### config.mk
export PLATFORM = sky130hd
export DESIGN_NAME = polar_fg_sched
export DESIGN_NICKNAME = d
export VERILOG_FILES = /design/src/rtl/polar_fg_sched.sv
export SDC_FILE = /design/constraint.sdc
export NUM_CORES = 1
export LEC_CHECK = 0
export CORE_MARGIN = 4
export CORE_UTILIZATION = 23
export CTS_BUF_LIST = sky130_fd_sc_hd__clkbuf_2
export DETAILED_ROUTE_END_ITERATION = 10
export GPL_TIMING_DRIVEN = 0
export SLEW_MARGIN = 20
export SYNTH_ARGS = -nofsm -noshare
export SYNTH_HDL_FRONTEND = slang
export SYNTH_SLANG_ARGS = --single-unit
### constraint.sdc
create_clock -name clk -period 7.86 [get_ports clk]
set_input_delay 1.179 -clock clk [delete_from_list [all_inputs] [get_ports clk]]
set_output_delay 1.179 -clock clk [all_outputs]
set_load 0.01 [all_outputs]
### src/rtl/polar_fg_sched.sv
// polar_fg_sched: stage scheduler for polar SC decoding.
// Takes one stage vector of 2*N LLRs and computes N node outputs (min-sum f,
// or g when compiled in). The work is spread over P lanes for N/P beats.
// Optional g lanes: define POLAR_FG_SCHED_G_EN to compile them in. When it is
// undefined, only f lanes exist and mode/u_in are ignored.
module polar_fg_sched #(
  parameter int BITS = 4,
  parameter int N    = 16,
  parameter int P    = 4
) (
  input  logic                   clk,
  input  logic                   rst_n,
  input  logic                   in_valid,
  output logic                   in_ready,
  input  logic                   mode,
  input  logic [2*N*BITS-1:0]    llr_in,
  input  logic [N-1:0]           u_in,
  output logic                   out_valid,
  input  logic                   out_ready,
  output logic [N*BITS-1:0]      llr_out
);

  localparam int BEATS = N / P;
  localparam int KW    = (BEATS > 1) ? $clog2(BEATS) : 1;

  localparam logic [BITS-2:0]        MAG_ONE = (BITS-1)'(1);
  localparam logic signed [BITS:0]   G_MAX   = (BITS+1)'((2 ** (BITS-1)) - 1);
  localparam logic signed [BITS:0]   G_MIN   = -G_MAX;

  typedef enum logic [1:0] {IDLE, RUN, HOLD} state_t;

  state_t              state_q, state_d;
  logic [KW-1:0]       k_q, k_d;
  logic [2*N*BITS-1:0] llr_q;
  logic [N*BITS-1:0]   out_q;
  logic [P*BITS-1:0]   lane_res;
  logic                last_beat;
  logic                accept;

  assign last_beat = (k_q == KW'(BEATS - 1));
  assign accept    = (state_q == IDLE) && in_valid;

  // Min-sum f, bit-exact with the legacy f unit. The magnitude keeps only the
  // low BITS-1 bits, so the most-negative code has magnitude 0, and a zero
  // magnitude with a negative sign encodes as 1 followed by zeros.
  function automatic logic [BITS-1:0] f_op(input logic [BITS-1:0] a, input logic [BITS-1:0] b);
    logic [BITS-1:0] na, nb;
    logic [BITS-2:0] ma, mb, m, nm;
    logic            s;
    na = -a;
    nb = -b;
    ma = a[BITS-1] ? na[BITS-2:0] : a[BITS-2:0];
    mb = b[BITS-1] ? nb[BITS-2:0] : b[BITS-2:0];
    m  = (ma < mb) ? ma : mb;
    nm = ~m + MAG_ONE;
    s  = a[BITS-1] ^ b[BITS-1];
    return {s, (s ? nm : m)};
  endfunction

`ifdef POLAR_FG_SCHED_G_EN
  // g: b + a or b - a in one extra bit, saturated symmetrically.
  function automatic logic [BITS-1:0] g_op(input logic [BITS-1:0] a, input logic [BITS-1:0] b,
                                          input logic u);
    logic signed [BITS:0] ax, bx, sum;
    ax  = {a[BITS-1], a};
    bx  = {b[BITS-1], b};
    sum = u ? (bx - ax) : (bx + ax);
    if (sum > G_MAX) begin
      sum = G_MAX;
    end else if (sum < G_MIN) begin
      sum = G_MIN;
    end
    return sum[BITS-1:0];
  endfunction
`endif

  // State and beat counter register
  always_ff @(posedge clk or negedge rst_n) begin
    if (!rst_n) begin
      state_q <= IDLE;
      k_q     <= '0;
    end else begin
      state_q <= state_d;
      k_q     <= k_d;
    end
  end

  // Next-state and beat counter sequencing
  always_comb begin
    state_d = state_q;
    k_d     = k_q;
    case (state_q)
      IDLE: begin
        k_d = '0;
        if (in_valid) state_d = RUN;
      end
      RUN: begin
        if (last_beat) begin
          state_d = HOLD;
          k_d     = '0;
        end else begin
          k_d = k_q + KW'(1);
        end
      end
      HOLD: begin
        if (out_ready) state_d = IDLE;
      end
      default: state_d = IDLE;
    endcase
  end

  // Handshake outputs are pure decodes of the state register
  always_comb begin
    in_ready  = (state_q == IDLE);
    out_valid = (state_q == HOLD);
  end

  // Capture the stage vector on accept
  always_ff @(posedge clk or negedge rst_n) begin
    if (!rst_n) begin
      llr_q <= '0;
    end else if (accept) begin
      llr_q <= llr_in;
    end
  end

`ifdef POLAR_FG_SCHED_G_EN
  logic         mode_q;
  logic [N-1:0] u_q;

  // Capture g controls on accept
  always_ff @(posedge clk or negedge rst_n) begin
    if (!rst_n) begin
      mode_q <= 1'b0;
      u_q    <= '0;
    end else if (accept) begin
      mode_q <= mode;
      u_q    <= u_in;
    end
  end
`else
  logic unused_inputs;
  assign unused_inputs = ^{mode, u_in};
`endif

  // Lane gi handles node index k*P + gi on every RUN beat
  for (genvar gi = 0; gi < P; gi++) begin : g_lane
    logic [BITS-1:0] a_l, b_l;
    assign a_l = llr_q[(int'(k_q) * P + gi) * BITS +: BITS];
    assign b_l = llr_q[(N + int'(k_q) * P + gi) * BITS +: BITS];
`ifdef POLAR_FG_SCHED_G_EN
    logic u_l;
    assign u_l = u_q[int'(k_q) * P + gi];
    assign lane_res[gi*BITS +: BITS] = mode_q ? g_op(a_l, b_l, u_l) : f_op(a_l, b_l);
`else
    assign lane_res[gi*BITS +: BITS] = f_op(a_l, b_l);
`endif
  end

  // Output register: slot i is written on the beat where k == i/P and keeps
  // its value otherwise, so the last result survives until the next RUN.
  always_ff @(posedge clk or negedge rst_n) begin
    if (!rst_n) begin
      out_q <= '0;
    end else if (state_q == RUN) begin
      for (int i = 0; i < N; i++) begin
        if (k_q == KW'(i / P)) begin
          out_q[i*BITS +: BITS] <= lane_res[(i % P)*BITS +: BITS];
        end
      end
    end
  end

  assign llr_out = out_q;

endmodule

Word level (Yosys, flattened, before mapping)
Index checks and enable logic that the tools add are counted.
{"block": "word_totals", "ff_bits": 196, "inputBits": 149, "wordCells": 86}
{"block": "classes", "n_addsub": 20, "magnitude_cmp": 4, "eq_ne": 8, "shift": 8, "mux": 22, "bitwise": 8, "n_reduce_logical": 9}
{"operator": "128-bit by 8-bit variable part select with 4-bit output", "count": 3}
{"operator": "128-bit by 32-bit variable part select with 4-bit output", "count": 2}
{"operator": "128-bit by 10-bit variable part select with 4-bit output", "count": 1}
{"operator": "128-bit by 7-bit variable part select with 4-bit output", "count": 1}
{"operator": "128-bit by 9-bit variable part select with 4-bit output", "count": 1}
{"operator": "3-bit two-way mux", "count": 16}
{"operator": "30-bit by 2-bit adder with 30-bit output, second input constant", "count": 1}
{"operator": "30-bit by 3-bit adder with 30-bit output, second input constant", "count": 1}
{"operator": "3-bit negation", "count": 8}
{"operator": "3-bit by 1-bit adder with 3-bit output, second input constant", "count": 4}
{"operator": "3-bit less-than comparator", "count": 4}
{"operator": "3-bit NOT", "count": 4}
{"operator": "4-bit by 2-bit adder with 5-bit output, second input constant", "count": 2}
{"operator": "2-bit two-way mux", "count": 4}
{"operator": "2-bit AND reduction", "count": 4}
{"operator": "6-bit by 2-bit adder with 7-bit output, second input constant", "count": 1}
{"operator": "5-bit by 4-bit adder with 6-bit output, first input constant", "count": 1}
{"operator": "2-bit equality test, second input constant", "count": 3}
{"operator": "2-bit case mux with 3 select lines", "count": 1}
{"operator": "4-bit by 1-bit adder with 5-bit output, second input constant", "count": 1}
{"operator": "2-bit by 1-bit equality test with 1-bit output, second input constant", "count": 2}
{"operator": "2-bit zero test", "count": 2}
{"operator": "2-bit != test, second input constant", "count": 2}
{"operator": "2-bit case mux with 2 select lines", "count": 1}
{"operator": "other kinds (6)", "count": 9}

Logic depth before layout (Yosys ltp)
Gate-level depths: netlist (run 1).
{"block": "depth", "word_depth": 10, "ltp_mapped": 18}

Worst setup path after synthesis (run 1)
Ideal clock, no wire load.
{"block": "synth_path", "path_kind": "flip-flop to flip-flop", "start": "register k_q[0]", "end": "register out_q[14] (netlist: llr_out[14])", "setup_time_ns": 0.128, "t_arrival_ns": 3.333, "t_required_ns": 7.732, "setup_slack_ns": 4.399, "path_stages_with_launch": 18, "n_path_buf": 3, "path_cell_list": "dfrtp_1 > buf_6 > buf_6 > buf_4 > mux4_2 > inv_1 > ha_1 > nor3b_1 > or2_2 > ha_1 > a21oi_1 > o21ai_1 > nand2_1 > o21ai_0 > ha_1 > nor2_1 > xor2_2 > o21ai_1"}
{"block": "synth_between", "elab_chain_len": 10, "elab_cells_between_ends": 17, "classes_between": "add/sub: 6; order compare: 1; shift: 2; mux: 4; bitwise: 2; reduce/logical: 2"}
{"element": "start, declared", "line_no": "33", "rtl": "logic [KW-1:0] k_q, k_d;"}
{"element": "start signal, assigned", "line_no": "84", "rtl": "k_q <= k_d;"}
{"element": "5-bit by 4-bit adder with 6-bit output", "line_no": "150", "rtl": "assign b_l = llr_q[(N + int'(k_q) * P + gi) * BITS +: BITS];"}
{"element": "6-bit by 2-bit adder with 7-bit output", "line_no": "150"}
{"element": "128-bit by 10-bit variable part select with 4-bit output", "line_no": "150"}
{"element": "3-bit negation", "line_no": "51", "rtl": "nb = -b;"}
{"element": "3-bit two-way mux", "line_no": "53", "rtl": "mb = b[BITS-1] ? nb[BITS-2:0] : b[BITS-2:0];"}
{"element": "3-bit less-than comparator", "line_no": "54", "rtl": "m = (ma < mb) ? ma : mb;"}
{"element": "3-bit two-way mux", "line_no": "54"}
{"element": "3-bit NOT", "line_no": "55", "rtl": "nm = ~m + MAG_ONE;"}
{"element": "3-bit by 1-bit adder with 3-bit output", "line_no": "55"}
{"element": "3-bit two-way mux", "line_no": "57", "rtl": "return {s, (s ? nm : m)};"}
{"element": "end signal, assigned by index", "line_no": "168", "rtl": "out_q[i*BITS +: BITS] <= lane_res[(i % P)*BITS +: BITS];"}
{"element": "end, declared", "line_no": "35", "rtl": "logic [N*BITS-1:0] out_q;"}
Several ways; a longest one is shown, not always the timed one.
A chain may end at the register's enable or synchronous reset.

Worst setup path after layout (run 1)
{"block": "layout_path", "start": "register k_q[1]", "end": "register out_q[30] (netlist: llr_out[30])"}
The elaborated chain is that of the path after synthesis.

==> summary.txt, run 1 <==
Hold Path End - llr_out[14]$_DFFE_PN0P_
cell count of the worst reg-to-reg path - 17
layout cell share with drive strength beyond 1 - 23.4%
HPWL after DPL - 21600 um
DR WL/cell - 19.0 um
Critical Path Start Type - register
global-route wire length before repair - 42500 um
Worst Min Path Start - llr_out[14]$_DFFE_PN0P_
Net Count, Synth - 892
Post-synth ARST share - 100%
Layout area overhead - 31.6%
status - finished, final reports clean
DR iter-0 viols - 235
placed cells - 1436
Overall Global Routing Usage - 13.0%
Min Hold Slack - 0.521 ns
CORE AREA - 0.0390 mm2
Total Nets Final - 1111
CP arrival - 5.26 ns
CTS Buf Count - 17
max-slew violations - 0
RR Startpoint - k_q[1]$_DFFE_PN0P_
slowest library cell on the worst path - buf_2
Least-Margin Pin Slew - 0.853 ns
Worst Path Buf+Inv - 5
CP endpoint kind - register
grt ovf - 0
routability cong. - 0.816
final period utilization - 57.8%
minimum clock period - 4.54 ns
Die Area - 0.0431 mm2
Clock Sinks - 196
Mapped Area - 0.00917 mm2
Site Rows - 72
RR Endpoint - llr_out[30]$_DFFE_PN0P_
Fill cells - 3995
Setup TNS - 0 ns
via count of the first global-routing pass - 6942
CTS tree - yes
Worst EP required - 8.58 ns
post-cts resize count - 0
Bufs on Longest Clock Path - 2
clock root cell - clkbuf_2
Seq/Total Area, Yosys - 53.5%
vias post-DR - 6413
Cells after Synth - 719
crit path cell chain - buf_2, buf_2, buf_2, mux4_2, inv_1, ha_1, inv_1, a21boi_1, or2_2, ha_1, o21ai_0, a21oi_1, a21o_1, ha_1, nor2_1, xor2_2, o21ai_1
Yosys reg bits - 196
Residual DRC - 0
I/O pin count - 215
flop2flop setup slack - 3.32 ns
Initial Utilization - 23.5%
Pre-Repair DR Iteration Count - 4
Synth Warn # - 0
antenna viol nets, final - 0
Max Clock Freq - 220 MHz
DR vias/cell - 4.36
Hold Path Class - reg2reg
EDFF count, synth - 0
most frequent cells in the layout - 196 x clkdlybuf4s50_1, 196 x dfrtp_1, 131 x mux2_2
Clock Latency Late Sink - 0.81 ns
Final setup viols - 0
RSZ-0062 raised after global routing - no
Die Ht - 208 um
CP Max Fanout - 10
clk slew on worst S/H paths - 0.28 ns
Setup Skew - 0.0341 ns
CP Class - reg2reg
largest delay contributor family on the critical path - buffers and inverters
max_cap viols - 0
drt total wl - 28000 um
largest net degree at the start of global routing - 98
slew margin rel. - 43.1%
IO buf count - 197
Max stage delay on crit path - 0.50 ns
endpoints failing hold - 0
initial antenna violation count - 3
Mean Syn Cell Area - 12.7 um2
Worst Hold Depth - 2
Layout Cells excl Fill - 1472
Post-synth top flop - dfrtp_1
Synth cell types - 34
H-tree depth - 4
Die W - 208 um
==> cell families (layout without fill, tap and decap cells) <==
logic type / Yosys count / after routing / share of synthesized area, %
AO/OA/AOI/OAI: 115 / 115 / 7.19
adder cells (fa/ha/maj): 24 / 24 / 3.28
other: 0 / 4 / 0
buffers and inverters: 63 / 294 / 3.02
flip-flops: 196 / 196 / 53.5
multiplexers: 168 / 168 / 24.5
XOR/XNOR: 8 / 8 / 1.42
AND/OR/NAND/NOR: 145 / 145 / 7.04
==> through the flow <==
stage          util (%)  area (um2)  worst slack [ns]
2_1_floorplan         -        9170              4.40
3_3_place_gp       30.2       11800             -2.78
3_5_place_dp       30.4       11800              3.26
4_1_cts            30.9       12100              3.21
5_1_grt            30.9       12100              3.00
6_report           30.9       12100              3.32
==> registers in the layout, summed over array words and instances (netlist names) <==
signal / flops
k_q: 2
state_q: 2
llr_out: 64
llr_q: 128
==> final cells by class <==
class	count	area (um2)	share of cell area [%]
diodes	4	10.0	0.0830
plain buffers	32	160	1.33
clock buffers	19	95.1	0.788
clock inverters	12	101	0.840
inverters	31	116	0.965
multi-input cells	460	3990	33.0
flip-flops and latches	196	4900	40.7
well taps	518	648	5.37
repair buffers	200	2040	16.9
==> repair_timing <==
item | CTS | global route
hold buffers | 1 | 0
endpoints found under the hold margin | 7 | 0
buffers inserted | 0 | 0
endpoints found under the setup margin | 0 | 0
==> worst max path at each step <==
stage / slack (ns) / depth (start not counted) / endpoint / startpoint
2_1_floorplan: 4.40 / 17 / llr_out[14]$_DFFE_PN0P_ / k_q[0]$_DFFE_PN0P_
3_3_place_gp: -2.78 / 1 / llr_q[116]$_DFFE_PN0P_ / rst_n
3_5_place_dp: 3.26 / 16 / llr_out[46]$_DFFE_PN0P_ / k_q[1]$_DFFE_PN0P_
4_1_cts: 3.21 / 16 / llr_out[46]$_DFFE_PN0P_ / k_q[1]$_DFFE_PN0P_
5_1_grt: 3.00 / 17 / llr_out[30]$_DFFE_PN0P_ / k_q[1]$_DFFE_PN0P_
6_report: 3.32 / 17 / llr_out[30]$_DFFE_PN0P_ / k_q[1]$_DFFE_PN0P_
==> worst min-delay path: stages (launching register included) <==
cell	delay (ns)
dfrtp_1	0.41
nand2_1	0.05
o21ai_1	0.06
==> routing by layer <==
metal / share of wire [%] / global-route usage [%] / vias to the layer above / routed length (um)
li1: - / - / 2975 / -
met1: 46 / 17.2 / 3259 / 12800
met2: 49 / 22.0 / 167 / 13600
met3: 5.1 / 3.17 / 12 / 1420
met4: 0.72 / 2.24 / 0 / 201
met5: 0 / 0 / - / 0
==> cells in the mapped netlist, drive strengths merged (4+ instances only) <==
cell	instances	area share, %
dfrtp	196	54
a22oi	6	0.49
nand2	65	2.7
xor2	4	0.71
xnor2	4	0.71
nor3b	8	0.66
a21oi	25	1.4
mux4	32	7.9
ha	24	3.3
and2	7	0.48
o22ai	4	0.55
nor2	45	1.9
a21o	5	0.41
clkbuf	24	0.98
or2	4	0.27
inv	31	1.3
mux2	131	16
a21boi	8	0.66
o21ai	65	3.5
nor2b	7	0.48
nand2b	4	0.27
mux2i	5	0.55
buf	8	0.76
Power of run 1 is left out: the tool's default activity adds up to more than one toggle a clock period on the data nets, which glitch-free logic cannot reach.
==> run 2: changes to the inputs <==
clock period = 4.45 ns   (was 7.86 ns; I/O delays follow)
==> run 2 against run 1 <==
  * Critical path depth decreased by 2
  * Worst setup slack got worse by 3.0 ns
  * Maximum frequency increased by 9.2%
  * First-iteration DRC count increased by 1.3%
  * Clock skew increased by 0.0057 ns
  * Register-to-register slack got worse by 3.0 ns
  * Highest routed layer unchanged
  * Die area unchanged
  * Wire length increased by 0.16%
  * Cell count increased by 0.14%
  * Largest cell class unchanged
  * Utilization increased by 0.074 points
  * Worst hold slack got worse by 0.32 ns
==> summary.txt, run 2 (synthesis gave the netlist of run 1 again) <==
CP Class - reg2reg
DR iter-0 viols - 238 (+1.3%)
IO buf count - 197 (unchanged)
grt peak-use layer - met2
Min Hold Slack - 0.204 ns (-0.317 ns)
Max stage delay on crit path - 0.45 ns (-0.05 ns)
Worst EP required - 5.17 ns (-3.41 ns)
max_cap viols - 0 (unchanged)
final period utilization - 93.5% (+36 points)
layout cell share with drive strength beyond 1 - 23.8% (+0.40 points)
cell mode on critical path - ha_1
largest net degree at the start of global routing - 98 (unchanged)
DR vias/cell - 4.36 (about the same)
DR WL/cell - 19.0 um (about the same)
Overall Global Routing Usage - 13.0% (unchanged)
flop2flop setup slack - 0.29 ns (-3.03 ns)
register area - 0.00490 mm2 (unchanged)
CTS Buf Count - 17 (unchanged)
Fill cells - 3998 (+0.075%)
cell count of the worst reg-to-reg path - 15 (-2)
HPWL after DPL - 21600 um (unchanged)
Clock Latency Late Sink - 0.82 ns (about the same)
Final setup viols - 0 (unchanged)
Max Clock Freq - 240 MHz (+9.2%)
drt total wl - 28000 um (+0.16%)
initial antenna violation count - 3 (unchanged)
status - finished, final reports clean
footprint of the multi-input gates - 0.00400 mm2 (+0.25%)
CP Max Fanout - 10 (unchanged)
Die W - 208 um (unchanged)
global-route wire length before repair - 42500 um (unchanged)
max reg flops - 128 (unchanged)
Total Nets Final - 1112 (+0.090%)
CORE AREA - 0.0390 mm2 (unchanged)
slowest library cell on the worst path - dfrtp_1
RR Endpoint - llr_out[45]$_DFFE_PN0P_
Initial Utilization - 23.5% (unchanged)
Least-Margin Pin Slew - 0.911 ns (+0.0582 ns)
clk slew on worst S/H paths - 0.28 ns (about the same)
Pre-Repair DR Iteration Count - 6 (+2)
clock root cell - clkbuf_2
slew margin rel. - 39.3% (-3.9 points)
largest delay contributor family on the critical path - buffers and inverters
Most flops, register - llr_q
Die Ht - 208 um (unchanged)
Clock Sinks - 196 (unchanged)
met2 GRT Util - 22.0% (unchanged)
endpoints failing hold - 0 (unchanged)
minimum clock period - 4.16 ns (-0.382 ns)
antenna viol nets, final - 0 (unchanged)
max-slew violations - 0 (unchanged)
Bufs on Longest Clock Path - 2 (unchanged)
grt ovf - 0 (unchanged)
CP startpoint - k_q[1]$_DFFE_PN0P_
Hold Path Class - in2async
via count of the first global-routing pass - 6942 (unchanged)
Critical Path Start Type - register
RSZ-0062 raised after global routing - no
H-tree depth - 4 (unchanged)
CP endpoint kind - register
Layout area overhead - 31.9%
Site Rows - 72 (unchanged)
Setup Skew - 0.0398 ns (+0.00566 ns)
CP arrival - 4.89 ns (-0.37 ns)
most frequent cells in the layout - 196 x clkdlybuf4s50_1, 196 x dfrtp_1, 131 x mux2_2
vias post-DR - 6422 (+0.14%)
met1 Use GR - 17.2% (unchanged)
Die Area - 0.0431 mm2 (unchanged)
Worst Path Buf+Inv - 4 (-1)
RR Startpoint - k_q[1]$_DFFE_PN0P_
I/O pin count - 215 (unchanged)
GR Layer Usage met3 - 3.17% (unchanged)
crit path cell chain - buf_2, buf_4, buf_4, mux4_2, inv_1, ha_1, nor3b_1, or2_2, ha_1, a21oi_1, a21o_1, ha_1, and2b_1, nor2_1, a21oi_1
routability cong. - 0.816 (unchanged)
CTS tree - yes
Residual DRC - 0 (unchanged)
==> run 2: changes by cell type in the layout (fill, tap and decap cells not counted), moves of 2 or more <==
cell     before  now
buf_2         4    2
buf_4         1    3
nor2b_1       7    5
nor2b_2       0    2
==> run 2: worst max-delay path by stage <==
stage | end | depth (start not counted)
after floorplan | llr_out[14]$_DFFE_PN0P_ | 17
after global placement | llr_q[116]$_DFFE_PN0P_ | 1
after detailed placement | llr_out[46]$_DFFE_PN0P_ | 16
after CTS | llr_out[46]$_DFFE_PN0P_ | 16
after global routing | llr_out[46]$_DFFE_PN0P_ | 17
final | llr_out[45]$_DFFE_PN0P_ | 15
==> run 2: routing by layer <==
metal	wire length (um)	share of wire, %
met4	200	0.71
met2	13600	48
met1	12900	46
met3	1420	5.1
met5	0	0
==> run 2: timing repair <==
action / CTS / global route
pin swaps: 0 / 1
hold endpoints to repair: 196 / 0
gates cloned: 0 / 0
hold buffers: 1 / 0
endpoints found under the setup margin: 27 / 20
gates resized for setup: 2 / 4
buffers inserted: 0 / 1
==> run 2: final cells by class <==
class / count / area share [%]
well taps: 518 / 5.36
repair buffers: 201 / 16.9
flip-flops and latches: 196 / 40.6
inverters: 31 / 0.962
diodes: 5 / 0.103
clock inverters: 12 / 0.838
clock buffers: 19 / 0.786
multi-input cells: 460 / 33.0
plain buffers: 32 / 1.40
==> run 2: through the flow <==
stage	utilization (%)	setup TNS, ns	std cells	area, um2	setup WS [ns]
after CTS	30.9	0	1468	12100	0.0353
final	31.0	0	1474	12100	0.288
after global routing	31.0	0	1471	12100	0.0216
after detailed placement	30.4	-0.867	1436	11800	-0.148
after global placement	30.2	-1108.73	1434	11800	-5.68
after floorplan	-	0	719	9170	0.989
Power of run 2 is left out for the same reason.
==> run 3: changes to the inputs <==
CELL_PAD_IN_SITES_DETAIL_PLACEMENT = 1   (was unset)
CELL_PAD_IN_SITES_GLOBAL_PLACEMENT = 2   (was unset)
PLACE_DENSITY_LB_ADDON = 0.1   (was unset)
==> run 3 against run 2 <==
  * Wire length up 11%
  * Sequential share of layout area down 0.33 points
  * Worst hold slack better by 0.021 ns
  * Maximum frequency up 3.4%
  * Sequential cell count unchanged
  * Cell count about the same
  * Count of clock-buffer cells in the layout down 2
  * Die area unchanged
  * Non-clock buffer count up 1
  * Clock skew up 0.0017 ns
  * First-iteration DRC count down 41%
  * Register-to-register slack better by 0.14 ns
  * Critical path type unchanged
  * Highest routed layer unchanged
==> summary.txt, run 3 (synthesis gave the netlist of run 1 again) <==
status - finished, final reports clean
max_cap viols - 0 (unchanged)
grt ovf - 0 (unchanged)
Site Rows - 72 (unchanged)
IO buf count - 197 (unchanged)
Overall Global Routing Usage - 14.5% (+1.6 points)
Die W - 208 um (unchanged)
DR WL/cell - 21.1 um (+11%)
Final setup viols - 0 (unchanged)
global-route wire length before repair - 47200 um (+11%)
Clock Latency Late Sink - 0.83 ns (about the same)
antenna viol nets, final - 0 (unchanged)
CP endpoint kind - register
Residual DRC - 0 (unchanged)
largest delay contributor family on the critical path - adder cells
Most flops, register - llr_q
most frequent cells in the layout - 196 x clkdlybuf4s50_1, 196 x dfrtp_1, 131 x mux2_2
setup slack at placement - -0.238 ns (-0.0896 ns)
max reg flops - 128 (unchanged)
initial antenna violation count - 1 (-2)
Max stage delay on crit path - 0.58 ns (+0.13 ns)
largest net degree at the start of global routing - 88 (-10%)
DR vias/cell - 4.34 (-0.34%)
Post-DP Area - 0.0118 mm2 (unchanged)
Critical Path Start Type - register
final period utilization - 90.5% (-3.1 points)
Hold Path Class - in2async
Layout Utilization - 31.3% (+0.25 points)
max-slew violations - 0 (unchanged)
Final WS setup - 0.425 ns (+0.137 ns)
final instance area - 0.0122 mm2 (+0.82%)
CP Max Fanout - 10 (unchanged)
vias post-DR - 6396 (-0.40%)
endpoints failing hold - 0 (unchanged)
DR iter-0 viols - 140 (-41%)
CTS Buf Count - 17 (unchanged)
CP arrival - 4.78 ns (-0.11 ns)
slew margin rel. - 34.8% (-4.5 points)
via count of the first global-routing pass - 7215 (+3.9%)
Initial Utilization - 23.5% (unchanged)
drt total wl - 31100 um (+11%)
slowest library cell on the worst path - mux4_2
Worst Path Buf+Inv - 4 (unchanged)
Pre-Repair DR Iteration Count - 4 (-2)
Bufs on Longest Clock Path - 2 (unchanged)
Die Area - 0.0431 mm2 (unchanged)
routability cong. - 0.704 (-14%)
cell mode on critical path - ha_1
Layout area overhead - 33.0%
H-tree depth - 4 (unchanged)
CORE AREA - 0.0390 mm2 (unchanged)
CTS tree - yes
Clock Sinks - 196 (unchanged)
CP Class - reg2reg
Worst EP required - 5.20 ns (+0.03 ns)
clock root cell - clkbuf_2
minimum clock period - 4.03 ns (-0.137 ns)
HPWL after DPL - 23900 um (+11%)
crit path cell chain - buf_6, buf_8, buf_6, mux4_2, inv_1, ha_1, nor3b_1, or2_2, ha_1, o21ai_0, a21oi_1, a21o_1, ha_1, and2b_1, nor2_1, a21oi_1
I/O pin count - 215 (unchanged)
Total Nets Final - 1113 (+0.090%)
layout cell share with drive strength beyond 1 - 23.8% (+0.055 points)
Setup TNS - 0 ns (unchanged)
Least-Margin Pin Slew - 0.979 ns (+0.0675 ns)
Setup Skew - 0.0414 ns (+0.00167 ns)
RSZ-0062 raised after global routing - no
clk slew on worst S/H paths - 0.32 ns (+0.04 ns)
Max Clock Freq - 248 MHz (+3.4%)
Die Ht - 208 um (unchanged)
## run 3: what timing repair did
action / CTS / global route
endpoints found under the hold margin: 196 / 0
setup endpoints to repair: 32 / 32
hold buffers: 1 / 0
pin swaps: 0 / 2
resized for setup: 2 / 5
setup buffers: 0 / 3
## run 3: metrics by stage
stage / hold slack, ns / cells
after global routing: 0.103 / 1472
after global placement: 0.462 / 1434
after floorplan: 0.372 / 719
after CTS: 0.0954 / 1468
after detailed placement: 0.472 / 1436
final: 0.226 / 1473
## run 3: layout make-up
cell class              instances  area, um2
diodes                          2       5.00
plain buffers                  31        165
clock buffers                  17       85.1
clock inverters                15        195
fillers                      4306      26800
inverters                      31        116
multi-input cells             460       4010
flip-flops and latches        196       4900
well taps                     518        648
repair buffers                203       2060
## run 3: final timing paths
kind	start	end	slack (ns)	cells after the start
min in group clk	llr_in[89]	llr_q[89]$_DFFE_PN0P_	0.42	2
hold reg to reg	llr_out[28]$_DFFE_PN0P_	llr_out[28]$_DFFE_PN0P_	0.52	2
max in group asynchronous	rst_n	llr_q[87]$_DFFE_PN0P_	3.45	3
setup / recovery	k_q[0]$_DFFE_PN0P_	llr_out[13]$_DFFE_PN0P_	0.42	16
hold / removal	rst_n	llr_out[19]$_DFFE_PN0P_	0.23	2
setup reg to reg	k_q[0]$_DFFE_PN0P_	llr_out[13]$_DFFE_PN0P_	0.42	16
## run 3: layer usage
| layer | GRT usage, % | share of wire, % |
|---|---|---|
| met5 | 0 | 0 |
| met4 | 2.31 | 0.61 |
| met3 | 2.87 | 2.9 |
| met2 | 25.3 | 50 |
| met1 | 19.2 | 46 |
Power of run 3 is left out for the same reason.
